--- src/rtl/psram_rx_path_pkg.sv ---
// Shared definitions for the PSRAM read-data capture path:
// FSM state encodings, word width and the byte-lane insert helper.
package psram_rx_path_pkg;

   localparam int PSRAM_RX_WORD_WIDTH = 32;

   typedef enum logic [1:0] {
      PSRAM_RX_IDLE = 2'd0,
      PSRAM_RX_SKIP = 2'd1,
      PSRAM_RX_DATA = 2'd2
   } rx_state_e;

   // Replace byte lane idx of a little-endian word with b.
   function automatic logic [PSRAM_RX_WORD_WIDTH-1:0] insert_byte(
      input logic [PSRAM_RX_WORD_WIDTH-1:0] w,
      input logic [1:0]                     idx,
      input logic [7:0]                     b
   );
      logic [PSRAM_RX_WORD_WIDTH-1:0] r;
      r = w;
      r[8*idx +: 8] = b;
      return r;
   endfunction

endpackage

--- src/rtl/psram_rx_fifo.sv ---
// Synchronous word FIFO with flush; a push into a full FIFO is dropped
// unless a pop happens in the same cycle.
module psram_rx_fifo
   import psram_rx_path_pkg::*;
#(
   parameter int DEPTH = 4,
   parameter int WIDTH = PSRAM_RX_WORD_WIDTH
) (
   input  logic                       clk_i,
   input  logic                       rst_i,
   input  logic                       clr_i,
   input  logic                       push_i,
   input  logic [WIDTH-1:0]           data_i,
   input  logic                       pop_i,
   output logic [WIDTH-1:0]           data_o,
   output logic [$clog2(DEPTH):0]     level_o,
   output logic                       empty_o,
   output logic                       drop_o
);

   localparam int AW = $clog2(DEPTH);

   logic [WIDTH-1:0] mem [DEPTH];
   logic [AW-1:0]    wr_ptr;
   logic [AW-1:0]    rd_ptr;
   logic [AW:0]      level;
   logic             full;
   logic             pop_ok;
   logic             push_ok;

   always_comb begin
      full    = (level == (AW+1)'(DEPTH));
      empty_o = (level == '0);
      pop_ok  = pop_i && !empty_o;
      push_ok = push_i && (!full || pop_ok);
      drop_o  = push_i && full && !pop_ok && !clr_i;
   end

   always_ff @(posedge clk_i or posedge rst_i) begin
      if (rst_i) begin
         wr_ptr <= '0;
         rd_ptr <= '0;
         level  <= '0;
         for (int i = 0; i < DEPTH; i++) begin
            mem[i] <= '0;
         end
      end else if (clr_i) begin
         wr_ptr <= '0;
         rd_ptr <= '0;
         level  <= '0;
      end else begin
         if (push_ok) begin
            mem[wr_ptr] <= data_i;
            wr_ptr      <= wr_ptr + AW'(1);
         end
         if (pop_ok) begin
            rd_ptr <= rd_ptr + AW'(1);
         end
         case ({push_ok, pop_ok})
            2'b10:   level <= level + (AW+1)'(1);
            2'b01:   level <= level - (AW+1)'(1);
            default: level <= level;
         endcase
      end
   end

   assign data_o  = mem[rd_ptr];
   assign level_o = level;

endmodule

--- src/rtl/psram_rx_path.sv ---
// PSRAM read capture: detects SCK edges, skips cmd/addr/wait edges,
// packs data bytes little-endian into words and queues them in a FIFO.
module psram_rx_path
   import psram_rx_path_pkg::*;
#(
   parameter int FIFO_DEPTH = 4,
   parameter int LEN_WIDTH  = 8
) (
   input  logic                            clk_i,
   input  logic                            rst_i,
   input  logic                            start_i,
   input  logic [LEN_WIDTH-1:0]            skip_i,
   input  logic [LEN_WIDTH-1:0]            len_i,
   input  logic                            clr_i,
   input  logic                            psram_sck_i,
   input  logic                            psram_ce_i,
   input  logic [7:0]                      psram_io_in_i,
   input  logic                            pop_i,
   output logic [PSRAM_RX_WORD_WIDTH-1:0]  data_o,
   output logic                            valid_o,
   output logic [$clog2(FIFO_DEPTH):0]     level_o,
   output logic                            busy_o,
   output logic                            done_o,
   output logic                            ovf_o,
   output logic                            err_o
);

   rx_state_e                       state;
   logic                            sck_prev;
   logic                            sck_edge;
   logic [LEN_WIDTH-1:0]            skip_len;
   logic [LEN_WIDTH-1:0]            data_len;
   logic [LEN_WIDTH-1:0]            skip_cnt;
   logic [LEN_WIDTH-1:0]            byte_cnt;
   logic [LEN_WIDTH-1:0]            skip_cnt_nxt;
   logic [LEN_WIDTH-1:0]            byte_cnt_nxt;
   logic [PSRAM_RX_WORD_WIDTH-1:0]  word;
   logic [PSRAM_RX_WORD_WIDTH-1:0]  word_nxt;
   logic                            push;
   logic [PSRAM_RX_WORD_WIDTH-1:0]  push_word;
   logic                            fifo_empty;
   logic                            fifo_drop;

   // Counters saturate so a huge length can never wrap back onto a match.
   always_comb begin
      sck_edge     = psram_sck_i ^ sck_prev;
      skip_cnt_nxt = (skip_cnt == '1) ? skip_cnt : skip_cnt + LEN_WIDTH'(1);
      byte_cnt_nxt = (byte_cnt == '1) ? byte_cnt : byte_cnt + LEN_WIDTH'(1);
      word_nxt     = insert_byte(word, byte_cnt[1:0], psram_io_in_i);
   end

   always_ff @(posedge clk_i or posedge rst_i) begin
      if (rst_i) begin
         state     <= PSRAM_RX_IDLE;
         sck_prev  <= 1'b0;
         skip_len  <= '0;
         data_len  <= '0;
         skip_cnt  <= '0;
         byte_cnt  <= '0;
         word      <= '0;
         push      <= 1'b0;
         push_word <= '0;
         done_o    <= 1'b0;
         err_o     <= 1'b0;
         ovf_o     <= 1'b0;
      end else begin
         sck_prev <= psram_sck_i;
         push     <= 1'b0;
         done_o   <= 1'b0;
         case (state)
            PSRAM_RX_IDLE: begin
               if (start_i) begin
                  skip_len <= skip_i;
                  data_len <= len_i;
                  skip_cnt <= '0;
                  byte_cnt <= '0;
                  word     <= '0;
                  if (len_i == '0) begin
                     done_o <= 1'b1;
                  end else if (skip_i == '0) begin
                     state <= PSRAM_RX_DATA;
                  end else begin
                     state <= PSRAM_RX_SKIP;
                  end
               end
            end
            PSRAM_RX_SKIP: begin
               if (psram_ce_i) begin
                  state  <= PSRAM_RX_IDLE;
                  err_o  <= 1'b1;
                  done_o <= 1'b1;
               end else if (sck_edge) begin
                  skip_cnt <= skip_cnt_nxt;
                  if (skip_cnt_nxt == skip_len) begin
                     state <= PSRAM_RX_DATA;
                  end
               end
            end
            PSRAM_RX_DATA: begin
               if (psram_ce_i) begin
                  state  <= PSRAM_RX_IDLE;
                  word   <= '0;
                  err_o  <= 1'b1;
                  done_o <= 1'b1;
               end else if (sck_edge) begin
                  byte_cnt <= byte_cnt_nxt;
                  if (byte_cnt[1:0] == 2'd3 || byte_cnt_nxt == data_len) begin
                     push      <= 1'b1;
                     push_word <= word_nxt;
                     word      <= '0;
                  end else begin
                     word <= word_nxt;
                  end
                  if (byte_cnt_nxt == data_len) begin
                     done_o <= 1'b1;
                     state  <= PSRAM_RX_IDLE;
                  end
               end
            end
            default: state <= PSRAM_RX_IDLE;
         endcase
         // Flush wins over any sticky set in the same cycle.
         if (clr_i) begin
            err_o <= 1'b0;
            ovf_o <= 1'b0;
         end else if (fifo_drop) begin
            ovf_o <= 1'b1;
         end
      end
   end

   psram_rx_fifo #(
      .DEPTH (FIFO_DEPTH),
      .WIDTH (PSRAM_RX_WORD_WIDTH)
   ) u_fifo (
      .clk_i   (clk_i),
      .rst_i   (rst_i),
      .clr_i   (clr_i),
      .push_i  (push),
      .data_i  (push_word),
      .pop_i   (pop_i),
      .data_o  (data_o),
      .level_o (level_o),
      .empty_o (fifo_empty),
      .drop_o  (fifo_drop)
   );

   assign valid_o = !fifo_empty;
   assign busy_o  = (state != PSRAM_RX_IDLE);

endmodule

--- config.mk ---
export PLATFORM = sky130hd
export DESIGN_NAME = psram_rx_path
export DESIGN_NICKNAME = d
export VERILOG_FILES = /design/src/rtl/psram_rx_path_pkg.sv /design/src/rtl/psram_rx_fifo.sv /design/src/rtl/psram_rx_path.sv
export SDC_FILE = /design/constraint.sdc
export NUM_CORES = 1
export LEC_CHECK = 0
export BUFFER_PORTS_ARGS = -buffer_cell sky130_fd_sc_hd__buf_4
export CORE_UTILIZATION = 39
export CTS_CLUSTER_DIAMETER = 100
export DETAILED_ROUTE_END_ITERATION = 8
export GPL_ROUTABILITY_DRIVEN = 0
export PLACE_DENSITY = 0.64
export SLEW_MARGIN = 20
export SYNTH_ARGS = -nofsm -noshare
export SYNTH_HDL_FRONTEND = slang
export SYNTH_SLANG_ARGS = --single-unit
--- constraint.sdc ---
create_clock -name clk_i -period 9.1 [get_ports clk_i]
set_input_delay 0.91 -clock clk_i [delete_from_list [all_inputs] [get_ports clk_i]]
set_output_delay 0.91 -clock clk_i [all_outputs]
set_load 0.005 [all_outputs]
==> flow_metrics.tcl, run 1 <==
set metrics [dict create \
    ff2ff_path_depth 9 \
    num_rows 61 \
    rsz0062_at_grt "no" \
    ys_warn_count 0 \
    area_growth_pct 15.4 \
    postCtsHoldBufs 0 \
    synth_cell_type_count 60 \
    finalSetupTns_ns 0 \
    grt_overflow 0 \
    grt_pass1_vias 7142 \
    drtIter0Drc 355 \
    final-hold-violation-count 0 \
    wl_per_cell_um 17.2 \
    cellLeakagePower_nw 6.17 \
    finalPower_mw 2.74 \
    syn_inst 887 \
    grt_max_degree 96 \
    peakVddDrop_mv 0.144 \
    top_usage_layer "met2" \
    power_per_cell_area_nw_per_um2 210 \
    antenna_left 0 \
    coreArea_um2 28100 \
    seq_area_frac_synth_pct 52.8 \
    slew_viol_final 0 \
    cp-end-kind "flop" \
    syn_nets 934 \
    reg2reg_to "push_word[3]" \
    path_max_fanout 33 \
    synthSimpleGateAreaFrac_pct 6.69 \
    wl_um 23000 \
    clock_latency_ns 0.52 \
    synthFlopType "dfrtp_1" \
    finalCritPeriodShare_pct 38.9 \
    cp.required_ns 9.49 \
    fin_nets 989 \
    ys_top_cells_by_area "dfrtp_1 (53%), mux2_2 (15%), mux4_2 (6.4%)" \
    syn_area_per_cell_um2 12.7 \
    final_common_cell "dfrtp_1" \
    synth_fa_ha_area_share_pct 1.84 \
    io_buffers 70 \
    fin_skew_ns 0.0101 \
    vias 7103 \
    avgViaCountPerCell 5.32 \
    layout-drive-gt1-share_pct 32.3 \
    post_cts_buffers 0 \
    worstSetupPathType "flop to flop" \
    hold_class "input pin to asynchronous set/reset pin" \
    synth-xor-area-share_pct 1.48 \
    rr_startpoint "byte_cnt[0]" \
    final_core_util_pct 46.3 \
    cts_buffers 26 \
    root_buffer "clkbuf_16" \
    met2_usage_pct 26.9 \
    yosys.area.top_type "dfrtp_1" \
    yosysTopAreaCellShare_pct 52.8 \
    synthMuxAreaShare_pct 24.7 \
    r2r_setup_slack_ns 5.56 \
    first_pass_iters 4 \
    synth_top_family_by_area "multiplexers" \
    finalCriticalPeriod_ns 3.54 \
    grt_pass1_wl_um 38100 \
    worstPathCellList "ha_1 > nand3_2 > or3_1 > a32oi_1 > nand4_2 > o21bai_4 > and3_1 > buf_4 > mux2_1" \
    io_pins 71 \
    synth-async-reset-ratio_pct 100 \
    syn_area_um2 11300 \
    ys_ff_latch 238 \
    instances_no_fill 1335 \
    regArea_um2 5960 \
    cpPeakStageDelay_ns 0.61 \
    met1_usage_pct 22.3 \
    cts_tree "yes" \
    synth_edf_count 0 \
    die_area_um2 29600 \
    ctsResizeCount 0 \
    worstMarginPinSlew_ns 1.03 \
    start_kind "flop" \
    setup_viol 0 \
    dpl.hpwl_um 14800 \
    clockBufferDepth 3 \
    status "finished, final reports clean" \
    fp.dieW_um 172 \
    dieHeight_um 172 \
    gr-usage-all-layers_pct 16.2 \
    cts_max_level 1 \
    clkSinkCount 238 \
    antennaDiodeCount 0 \
    synth_compound_area_share_pct 8.87 \
    relSlewSlack_pct 30.6 \
    dp.cells 1292 \
    multi_input_area_um2 4920 \
    clkTransAtPathRegs_ns 0.06 \
    antenna_found_initial 0 \
    fmax_mhz 283 \
    maxCapViolCount 0 \
    slowest_stage "dfrtp_1" \
    fillers 2584 \
    initial_core_util_pct 40.1 \
    drc_errors 0 \
    layout_common_cells "dfrtp_1 (237), mux2_2 (147), buf_4 (80)" \
    met3_usage_pct 2.40 \
    cp.arrival_ns 3.93 \
]
[final cells by class]
cell class / count / share of cell area (%)
Timing Repair Buffer: 81 / 4.70
Clock inverter: 6 / 0.807
Multi-Input combinational cell: 552 / 37.8
Inverter: 43 / 1.30
Sequential cell: 238 / 45.8
Tap cell: 378 / 3.63
Clock buffer: 37 / 6.02
[Yosys cell counts (all sizes together) (3+ instances only)]
master / instances
a21o: 3
a21oi: 27
a22o: 34
a31oi: 4
a32oi: 3
and3: 5
and4: 4
buf: 26
clkbuf: 28
dfrtp: 238
ha: 15
inv: 43
mux2: 176
mux2i: 8
mux4: 32
nand2: 58
nand2b: 9
nand3: 13
nand4: 5
nor2: 33
nor2b: 5
nor3: 4
o21ai: 50
o21bai: 3
o31ai: 8
or3: 3
or4: 4
xnor2: 9
xor2: 10
[worst max-delay path, delay by kind of cell (launching register included)]
family | cells | cell delay, ns
buf+inv | 1 | 0.37
fa+ha+maj | 1 | 0.44
compound gates | 2 | 0.56
mux | 1 | 0.38
flops | 1 | 0.61
simple gates | 4 | 1.02
[state kept, by name, indices dropped and copies added (netlist names), 2 cells and up]
name / count
skip_cnt: 8
u_fifo.wr_ptr: 2
data_len: 8
skip_len: 8
u_fifo.rd_ptr: 2
push_word: 32
byte_cnt: 8
word: 32
state: 2
u_fifo.level_o: 3
u_fifo.mem: 128
[metrics by stage]
step	cell area (um^2)	hold WS, ns	worst slack (ns)
2_1_floorplan	11300	0.466	1.66
3_3_place_gp	12100	0.482	5.70
3_5_place_dp	12100	0.483	5.64
4_1_cts	13000	0.501	5.58
5_1_grt	13000	0.507	5.31
6_report	13000	0.484	5.56
[cell families (layout without fill, tap and decap cells)]
family / after synthesis / in the layout
compound gates: 148 / 148
mux: 216 / 216
buf+inv: 97 / 167
xor+xnor: 19 / 19
simple gates: 153 / 153
flops: 238 / 238
fa+ha+maj: 16 / 16
[metal layers]
metal / vias up / share of wire (%)
li1: 3315 / -
met1: 3621 / 46
met2: 134 / 48
met3: 33 / 4.1
met4: 0 / 1.4
met5: - / 0
[power breakdown]
group / internal [mW] / leakage (nW) / total (mW) / switching (mW)
logic: 0.194 / 2.45 / 0.477 / 0.283
clock network: 0.676 / 0.441 / 1.08 / 0.402
registers: 1.12 / 3.28 / 1.18 / 0.0621
total: 1.99 / 6.17 / 2.74 / 0.746
[worst max-delay path by stage]
stage | from | slack, ns | end
final | byte_cnt[0] | 5.56 | push_word[3]
after CTS | byte_cnt[0] | 5.58 | push_word[3]
after global placement | byte_cnt[0] | 5.70 | push_word[30]
after global routing | byte_cnt[0] | 5.31 | push_word[15]
after floorplan | rst_i | 1.66 | byte_cnt[0]
after detailed placement | byte_cnt[0] | 5.64 | push_word[15]
(Power assumes the default switching activity.)
==> run 2: changes to the inputs <==
--- a/config.mk
+++ b/config.mk
@@ -10,7 +10,7 @@
 export CTS_CLUSTER_DIAMETER = 100
 export DETAILED_ROUTE_END_ITERATION = 8
 export GPL_ROUTABILITY_DRIVEN = 0
-export PLACE_DENSITY = 0.64
+export PLACE_DENSITY = 0.66
 export SLEW_MARGIN = 20
 export SYNTH_ARGS = -nofsm -noshare
 export SYNTH_HDL_FRONTEND = slang
==> constraint.sdc (replaced) <==
create_clock -name clk_i -period 3.1 [get_ports clk_i]
set_input_delay 0.31 -clock clk_i [delete_from_list [all_inputs] [get_ports clk_i]]
set_output_delay 0.31 -clock clk_i [all_outputs]
set_load 0.005 [all_outputs]
==> flow_metrics.tcl, run 2 (synthesis gave the netlist of run 1 again) <==
set metrics [dict create \
    cellLeakagePower_nw 6.24 \
    fin_ws_ns 0.224 \
    reg.largest.list "u_fifo.mem x128, push_word x32, word x32" \
    drc_errors 0 \
    cp.arrival_ns 3.33 \
    start_kind "flop" \
    clkTransAtPathRegs_ns 0.06 \
    clkSinkCount 238 \
    rsz0062_at_grt "no" \
    fin_nets 1003 \
    fp.dieW_um 172 \
    hold_class "input pin to flop" \
    power_per_cell_area_nw_per_um2 602 \
    cp.required_ns 3.55 \
    cp_common_cell "buf_4" \
    cts_tree "yes" \
    worstMarginPinSlew_ns 0.823 \
    relSlewSlack_pct 45.0 \
    top_register "u_fifo.mem" \
    cts_buffers 26 \
    slowest_stage "o31ai_2" \
    coreArea_um2 28100 \
    fillers 2582 \
    antennaDiodeCount 0 \
    io_buffers 70 \
    final-hold-violation-count 0 \
    min_delay_worst_endpoint "data_len[3]" \
    layout_common_cells "dfrtp_1 (237), mux2_2 (147), buf_4 (85)" \
    clock_latency_ns 0.53 \
    slew_viol_final 0 \
    grt_overflow 0 \
    worstPathCellList "ha_1 > buf_4 > and3_1 > nand2_1 > nor3_1 > o211ai_1 > o21bai_4 > buf_4 > o31ai_2 > a22o_1" \
    maxCapViolCount 0 \
    grt_pass1_vias 7340 \
    clockBufferDepth 3 \
    final_common_cell "dfrtp_1" \
    status "finished, final reports clean" \
    finalPower_mw 7.91 \
    antenna_found_initial 0 \
    layout-drive-gt1-share_pct 33.0 \
    met3_usage_pct 2.11 \
    fin_skew_ns 0.0109 \
    avgViaCountPerCell 5.28 \
    top_usage_layer "met2" \
    vias 7139 \
    area_growth_pct 16.7 \
    wl_um 23400 \
    finalCriticalPeriod_ns 2.88 \
    setup_viol 0 \
    path_max_fanout 8 \
    initial_core_util_pct 40.1 \
    cts_max_level 1 \
    hold_start "len_i[3]" \
    finalCritPeriodShare_pct 92.8 \
    hold_slack_ns 0.0213 \
    largest_reg_flops 128 \
    met2_usage_pct 27.7 \
    place_ws_ns 0.0870 \
    wl_per_cell_um 17.3 \
    finalSetupTns_ns 0 \
    met1_usage_pct 22.6 \
    antenna_left 0 \
    worstSetupPathType "flop to flop" \
    final_core_util_pct 46.8 \
    cp-end-kind "flop" \
    drtIter0Drc 447 \
    io_pins 71 \
    die_area_um2 29600 \
    dpl.hpwl_um 15300 \
    gr-usage-all-layers_pct 16.7 \
    peakVddDrop_mv 0.391 \
    dieHeight_um 172 \
    root_buffer "clkbuf_16" \
    num_rows 61 \
    ff2ff_path_depth 10 \
    fmax_mhz 348 \
    r2r_setup_slack_ns 0.22 \
    grt_max_degree 87 \
    cpPeakStageDelay_ns 0.55 \
    first_pass_iters 5 \
    reg2reg_to "word[0]" \
    hold_depth 2 \
    grt_pass1_wl_um 39200 \
    rr_startpoint "byte_cnt[0]" \
]
-- run 2: how the worst max path moves through the flow --
| stage | endpoint | cells past startpoint | startpoint | slack [ns] |
|---|---|---|---|---|
| 2_1_floorplan | byte_cnt[0] | 1 | rst_i | -0.33 |
| 3_5_place_dp | push_word[20] | 9 | byte_cnt[0] | 0.09 |
| 4_1_cts | push_word[29] | 9 | byte_cnt[0] | 0.06 |
| 3_3_place_gp | push_word[30] | 9 | byte_cnt[0] | 0.15 |
| 6_report | word[0] | 10 | byte_cnt[0] | 0.22 |
| 5_1_grt | word[28] | 10 | byte_cnt[0] | 0.01 |
-- run 2: report_power, final --
group	internal [mW]	switching, mW
Clock	1.74	1.21
Sequential	3.29	0.179
Combinational	0.631	0.857
-- run 2: area by class of cell --
class | count | area [um^2] | share of cell area, %
Clock buffer | 36 | 738 | 5.61
Inverter | 43 | 165 | 1.26
Multi-Input combinational cell | 552 | 4920 | 37.4
Tap cell | 378 | 473 | 3.59
Clock inverter | 9 | 90.1 | 0.685
Timing Repair Buffer | 95 | 818 | 6.22
Sequential cell | 238 | 5960 | 45.3
-- run 2: worst max-delay path, delay by kind of cell (launching register included) --
family          cells  cell delay (ns)
flops               1             0.46
fa+ha+maj           1             0.28
compound gates      4             1.28
buf+inv             2             0.35
simple gates        3             0.43
-- run 2: metal layers --
layer,vias to the layer above,share of wire (%)
met5,-,0
met4,0,2.6
met3,38,3.7
met2,161,48
met1,3583,46
li1,3357,-
-- run 2: what timing repair did --
action / CTS / global route
endpoints found under the setup margin: 0 / 40
hold endpoints to repair: 31 / 0
resized for setup: 0 / 1
setup buffers: 0 / 1
hold buffers: 2 / 0
-- run 2: per-stage QoR --
stage | area [um^2] | cells
6_report | 13200 | 1351
3_3_place_gp | 12300 | 1303
3_5_place_dp | 12300 | 1303
2_1_floorplan | 11300 | 887
5_1_grt | 13200 | 1351
4_1_cts | 13100 | 1350
